--- src/rtl/pipeline_pkg.sv ---
// Shared pipeline types: hazard FSM states, forwarding selects, stall/flush control bundle.
package pipeline_pkg;

  localparam int REG_AW = 5;

  typedef enum logic [1:0] {
    ST_RUN     = 2'd0,
    ST_LDSTALL = 2'd1,
    ST_MEMWAIT = 2'd2
  } hz_state_e;

  localparam logic [1:0] FWD_RF  = 2'b00;
  localparam logic [1:0] FWD_MEM = 2'b01;
  localparam logic [1:0] FWD_WB  = 2'b10;

  typedef struct packed {
    logic pc_stop;
    logic if_id_stop;
    logic id_ex_stop;
    logic if_id_flush;
    logic id_ex_flush;
  } pipe_ctrl_t;

  localparam pipe_ctrl_t CTRL_NONE = '0;

  // Load-use bubble: freeze the front end and turn ID/EX into a bubble.
  localparam pipe_ctrl_t CTRL_LOAD_USE = '{pc_stop: 1'b1, if_id_stop: 1'b1, id_ex_stop: 1'b0,
                                           if_id_flush: 1'b0, id_ex_flush: 1'b1};

  localparam pipe_ctrl_t CTRL_MEM_HOLD = '{pc_stop: 1'b1, if_id_stop: 1'b1, id_ex_stop: 1'b1,
                                           if_id_flush: 1'b0, id_ex_flush: 1'b0};

  localparam pipe_ctrl_t CTRL_REDIRECT = '{pc_stop: 1'b0, if_id_stop: 1'b0, id_ex_stop: 1'b0,
                                           if_id_flush: 1'b1, id_ex_flush: 1'b1};

  // x0 is hard-wired to zero, so a write to it never produces a value worth forwarding.
  function automatic logic reg_match(input logic [REG_AW-1:0] rd, input logic we,
                                     input logic [REG_AW-1:0] rs);
    return we && (rd != '0) && (rd == rs);
  endfunction

endpackage

--- src/rtl/fwd_unit.sv ---
// Operand forwarding select for one source register; the nearest producer (MEM) wins over WB.
module fwd_unit
  import pipeline_pkg::*;
(
  input  logic [REG_AW-1:0] rs,
  input  logic [REG_AW-1:0] mem_rd,
  input  logic              mem_we,
  input  logic [REG_AW-1:0] wb_rd,
  input  logic              wb_we,
  output logic [1:0]        sel
);

  // NOTE: every branch of a combinational block must assign its outputs; the default
  // assignment at the top is what keeps synthesis from inferring a latch.
  always_comb begin
    sel = FWD_RF;
    if (reg_match(mem_rd, mem_we, rs)) begin
      sel = FWD_MEM;
    end else if (reg_match(wb_rd, wb_we, rs)) begin
      sel = FWD_WB;
    end
  end

endmodule

--- src/rtl/hazard_ctrl.sv ---
// Pipeline hazard controller: load-use bubbles, memory-wait hold, redirect flush, forwarding.
// Optional performance counters are built when HAZARD_CTRL_PERF_EN is defined.
module hazard_ctrl
  import pipeline_pkg::*;
#(
  parameter int LD_BUBBLES = 1,
  parameter int CNT_W      = 32
) (
  input  logic              clk,
  input  logic              rst,
  input  logic [REG_AW-1:0] ID_rs1_i,
  input  logic [REG_AW-1:0] ID_rs2_i,
  input  logic              ID_rs1_used_i,
  input  logic              ID_rs2_used_i,
  input  logic [REG_AW-1:0] EX_rd_i,
  input  logic              EX_RFwe_i,
  input  logic              EX_load_i,
  input  logic [REG_AW-1:0] MEM_rd_i,
  input  logic              MEM_RFwe_i,
  input  logic [REG_AW-1:0] WB_rd_i,
  input  logic              WB_RFwe_i,
  input  logic              EX_redirect_i,
  input  logic              DM_busy_i,
  output logic              PC_stop_o,
  output logic              IF_ID_stop_o,
  output logic              ID_EX_stop_o,
  output logic              IF_ID_flush_o,
  output logic              ID_EX_flush_o,
  output logic [1:0]        fwd_a_sel_o,
  output logic [1:0]        fwd_b_sel_o,
  output logic [1:0]        state_o
`ifdef HAZARD_CTRL_PERF_EN
  ,
  output logic [CNT_W-1:0]  stall_cnt_o,
  output logic [CNT_W-1:0]  flush_cnt_o
`endif
);

  if (LD_BUBBLES < 1 || LD_BUBBLES > 3 || CNT_W < 1) begin : g_param_check
    $error("hazard_ctrl: LD_BUBBLES must be 1..3 and CNT_W at least 1");
  end

  // First LDSTALL cycle follows the RUN cycle that detected the hazard, so it
  // starts one below the total bubble count.
  localparam logic [1:0] BUB_INIT = 2'(LD_BUBBLES - 1);

  hz_state_e  state_q, state_d;
  logic [1:0] bub_q, bub_d;
  pipe_ctrl_t ctrl;
  logic       load_use;
  logic [1:0] sel_a, sel_b;

  assign load_use = EX_load_i && EX_RFwe_i && (EX_rd_i != '0) &&
                    ((ID_rs1_used_i && (ID_rs1_i == EX_rd_i)) ||
                     (ID_rs2_used_i && (ID_rs2_i == EX_rd_i)));

  always_comb begin
    ctrl    = CTRL_NONE;
    state_d = state_q;
    bub_d   = bub_q;
    if (rst) begin
      state_d = ST_RUN;
      bub_d   = '0;
    end else if (DM_busy_i) begin
      ctrl    = CTRL_MEM_HOLD;
      state_d = ST_MEMWAIT;
      bub_d   = '0;
    end else if (EX_redirect_i) begin
      // The redirected path discards the stalled instruction, so pending bubbles go too.
      ctrl    = CTRL_REDIRECT;
      state_d = ST_RUN;
      bub_d   = '0;
    end else begin
      case (state_q)
        ST_RUN: begin
          if (load_use) begin
            ctrl = CTRL_LOAD_USE;
            if (LD_BUBBLES > 1) begin
              state_d = ST_LDSTALL;
              bub_d   = BUB_INIT;
            end
          end
        end
        ST_LDSTALL: begin
          ctrl = CTRL_LOAD_USE;
          if (bub_q <= 2'd1) begin
            state_d = ST_RUN;
            bub_d   = '0;
          end else begin
            bub_d = bub_q - 2'd1;
          end
        end
        ST_MEMWAIT: begin
          state_d = ST_RUN;
        end
        default: begin
          state_d = ST_RUN;
          bub_d   = '0;
        end
      endcase
    end
  end

  // NOTE: sequential state is updated with non-blocking assignments so every register
  // samples the values from before the edge, independent of statement order.
  always_ff @(posedge clk) begin
    if (rst) begin
      state_q <= ST_RUN;
      bub_q   <= '0;
    end else begin
      state_q <= state_d;
      bub_q   <= bub_d;
    end
  end

  fwd_unit u_fwd_a (
    .rs     (ID_rs1_i),
    .mem_rd (MEM_rd_i),
    .mem_we (MEM_RFwe_i),
    .wb_rd  (WB_rd_i),
    .wb_we  (WB_RFwe_i),
    .sel    (sel_a)
  );

  fwd_unit u_fwd_b (
    .rs     (ID_rs2_i),
    .mem_rd (MEM_rd_i),
    .mem_we (MEM_RFwe_i),
    .wb_rd  (WB_rd_i),
    .wb_we  (WB_RFwe_i),
    .sel    (sel_b)
  );

  assign PC_stop_o     = ctrl.pc_stop;
  assign IF_ID_stop_o  = ctrl.if_id_stop;
  assign ID_EX_stop_o  = ctrl.id_ex_stop;
  assign IF_ID_flush_o = ctrl.if_id_flush;
  assign ID_EX_flush_o = ctrl.id_ex_flush;
  assign fwd_a_sel_o   = rst ? FWD_RF : sel_a;
  assign fwd_b_sel_o   = rst ? FWD_RF : sel_b;
  assign state_o       = state_q;

`ifdef HAZARD_CTRL_PERF_EN
  always_ff @(posedge clk) begin
    if (rst) begin
      stall_cnt_o <= '0;
      flush_cnt_o <= '0;
    end else begin
      if (ctrl.pc_stop)     stall_cnt_o <= stall_cnt_o + CNT_W'(1);
      if (ctrl.if_id_flush) flush_cnt_o <= flush_cnt_o + CNT_W'(1);
    end
  end
`else
  // Without the counters the controller is purely the FSM and forwarding logic above.
`endif

endmodule

--- config.mk ---
export PLATFORM = sky130hd
export DESIGN_NAME = hazard_ctrl
export DESIGN_NICKNAME = d
export VERILOG_FILES = /design/src/rtl/pipeline_pkg.sv /design/src/rtl/fwd_unit.sv /design/src/rtl/hazard_ctrl.sv
export SDC_FILE = /design/constraint.sdc
export NUM_CORES = 1
export LEC_CHECK = 0
export ABC_AREA = 1
export BUFFER_PORTS_ARGS = -buffer_cell sky130_fd_sc_hd__buf_2
export CORE_AREA = 4 4 60 62
export CTS_BUF_LIST = sky130_fd_sc_hd__clkbuf_8
export CTS_CLUSTER_SIZE = 20
export DETAILED_ROUTE_END_ITERATION = 6
export DIE_AREA = 0 0 64 66
export PLACE_DENSITY = 0.52
export SYNTH_ARGS = -nofsm -noshare
export SYNTH_HDL_FRONTEND = slang
export SYNTH_HIERARCHICAL = 1
export SYNTH_SLANG_ARGS = --single-unit
--- constraint.sdc ---
create_clock -name clk -period 1.5 [get_ports clk]
set_input_delay 0.225 -clock clk [delete_from_list [all_inputs] [get_ports clk]]
set_output_delay 0.225 -clock clk [all_outputs]
set_load 0.1 [all_outputs]
==> impl_metrics.ini <==
[outcome]
status = finished, final reports clean

[yosys]
ys_types = 16
synth-async-reset-ratio_pct = 0
synth_fa_ha_area_share_pct = 0
postSynthAreaPerCell_sq_um = 4.23
synth_top_area_share_pct = 34.5
synth_xor_xnor_area_share_pct = 2.27
synth_seq_cells = 1
synth_top_area_cell = nand2_1
ys.flop_type = dfxtp_1
syn_inst = 183
synth_top_family_by_area = simple AND/OR/NAND/NOR gates
synth-simple-area-share_pct = 62.0
synth.area.mux_share_pct = 0
ys_warn_count = 6
ys_seq_area_share_pct = 2.59
netlist_area_sq_um = 773
synth_nets = 218
synth_compound_area_share_pct = 7.77
yosysMostFrequentCell = nand2_1
synthTopCellsByCount = nand2_1 (71), inv_1 (40), nor2_1 (29)
synth.area.top_cells = nand2_1 (34%), inv_1 (19%), nor2_1 (14%), nand3_1 (7.8%), o21ai_0 (4.5%)
synth_enable_flop_cells = 0

[floorplan]
dieHeight_microns = 66
core_sq_um = 3030
die_w_microns = 64
die-area_sq_um = 4220
pin_count = 46
start_util_pct = 25.5
num_rows = 20

[worst_setup_path]
path_max_fanout = 5
cp.depth = 10
cp.arrival_ns = 1.21
critPathMostFrequentCell = nor2_2
start_kind = primary input
worstPathRequired_ns = 1.27
cpPeakStageDelay_ns = 0.19
path_class = primary input to primary output
crit_buf_inv = 4
critPathTopFamily = simple AND/OR/NAND/NOR gates
cp-end-kind = primary output
crit_chain = clkbuf_4, inv_2, nand2_2, nand2_1, nor2_1, nand3_2, nor2_2, inv_1, nor2_2, buf_12
crit_slowest_cell = buf_12

[global_routing]
grt_pass1_wl_mm = 3.91
grt_max_degree = 9
antenna_found_initial = 0
overflow = 0
track_usage_pct = 10.9
grt_pass1_vias = 913

[power_and_ir_drop]
fin_total_pwr_uw = 412
leakagePower_nw = 0.785
vdd_drop_max_mv = 0.130
power_density_nw_per_um2 = 304

[drt]
antenna_left = 0
num_vias = 1071
viasPerCell = 4.00
firstDrtPassIters = 4
drc = 0
wl_mm = 2.42
wl_per_cell_microns = 9.04
drt_iter0_drc = 31

[timing]
final-setup-viol-count = 0
timing.final.crit_period_ns = 1.44
clock.fmax_mhz = 696
finalMaxSlewViolations = 0
rsz0062_at_grt = yes
finalCritPeriodShare_pct = 95.7
hold_viol_final = 0

[layout]
largest_reg_flops = 1
nets = 261
final_cell_area_sq_um = 1360
drive_gt1_share_pct = 39.7
diodes = 0
area_delta_synth_final_pct = 75.6

[place]
place_area_sq_um = 1190
portBuffers = 44
gp_congestion = 0.771
dp_hpwl_mm = 2.09

[hold_path]
min-delay-path-class = primary input to register
whs_path_depth = 3

[cts]
cts_setup_buffers = 0
path_clk_slew_ns = 0

[run]
drv_cap = 0
layout make-up:
class	instances	area [sq um]
well taps	44	55.1
multi-input cells	133	672
repair buffers	44	427
fillers	339	1670
inverters	46	183
flip-flops and latches	1	21.3
report_power, final:
group | switching, mW | internal, mW
Combinational | 0.235 | 0.147
Clock | 0 | 0
Sequential | 0.000723 | 0.0289
Total | 0.236 | 0.176
through the flow:
step	TNS [ns]	hold WS, ns	utilization [%]	instances	setup WS [ns]
final	0	0.494	44.8	268	0.0642
after global routing	-0.0717	0.543	44.8	268	-0.0326
after CTS	0	0.495	39.6	268	0.00679
after detailed placement	-0.0251	0.494	39.3	268	-0.00921
after global placement	-0.0182	0.523	39.3	268	-0.0182
after floorplan	-0.768	0.380	-	183	-0.214
timing repair:
| action | in CTS | in global routing |
|---|---|---|
| setup endpoints to repair | 3 | 7 |
| resized for setup | 2 | 68 |
| pin swaps | 0 | 27 |
| hold buffers | 0 | 0 |
final timing paths:
path / endpoint / startpoint / slack [ns]
min: state_o[1]$_SDFFE_PP0P_ / DM_busy_i / 0.49
max: fwd_b_sel_o[0] / ID_rs2_i[3] / 0.06
cell usage in the layout, fill, tap and decap left out:
cell type   n
nand2_1    68
inv_1      30
buf_2      20
nor2_1     19
inv_2      12
nor2_2      9
buf_12      9
nand3_1     7
buf_6       7
buf_4       6
nor2_4      5
nand3_2     5
o21ai_1     4
nand2_2     4
inv_4       4
o21ai_0     3
a21oi_2     2
a21boi_2    2
xor2_1      2
nand4_1     1
nand2_8     1
conb_1      1
clkbuf_4    1
buf_8       1
dfxtp_2     1
per-layer routing:
layer / part of all wire [%] / global-route usage [%] / up-vias / routed length (microns)
met5: 0 / 0 / - / 0
met1: 46 / 15.2 / 440 / 1120
met4: 0 / 0 / 0 / 0
met3: 3.6 / 0.850 / 0 / 87
met2: 50 / 19.4 / 19 / 1210
li1: - / - / 612 / -
kinds of logic after synthesis:
logic type,after synthesis
AND/OR/NAND/NOR,119
other,1
buffers and inverters,49
XOR/XNOR,2
flip-flops,1
AO/OA/AOI/OAI,11
No activity file was read; power rests on OpenSTA's default activity.
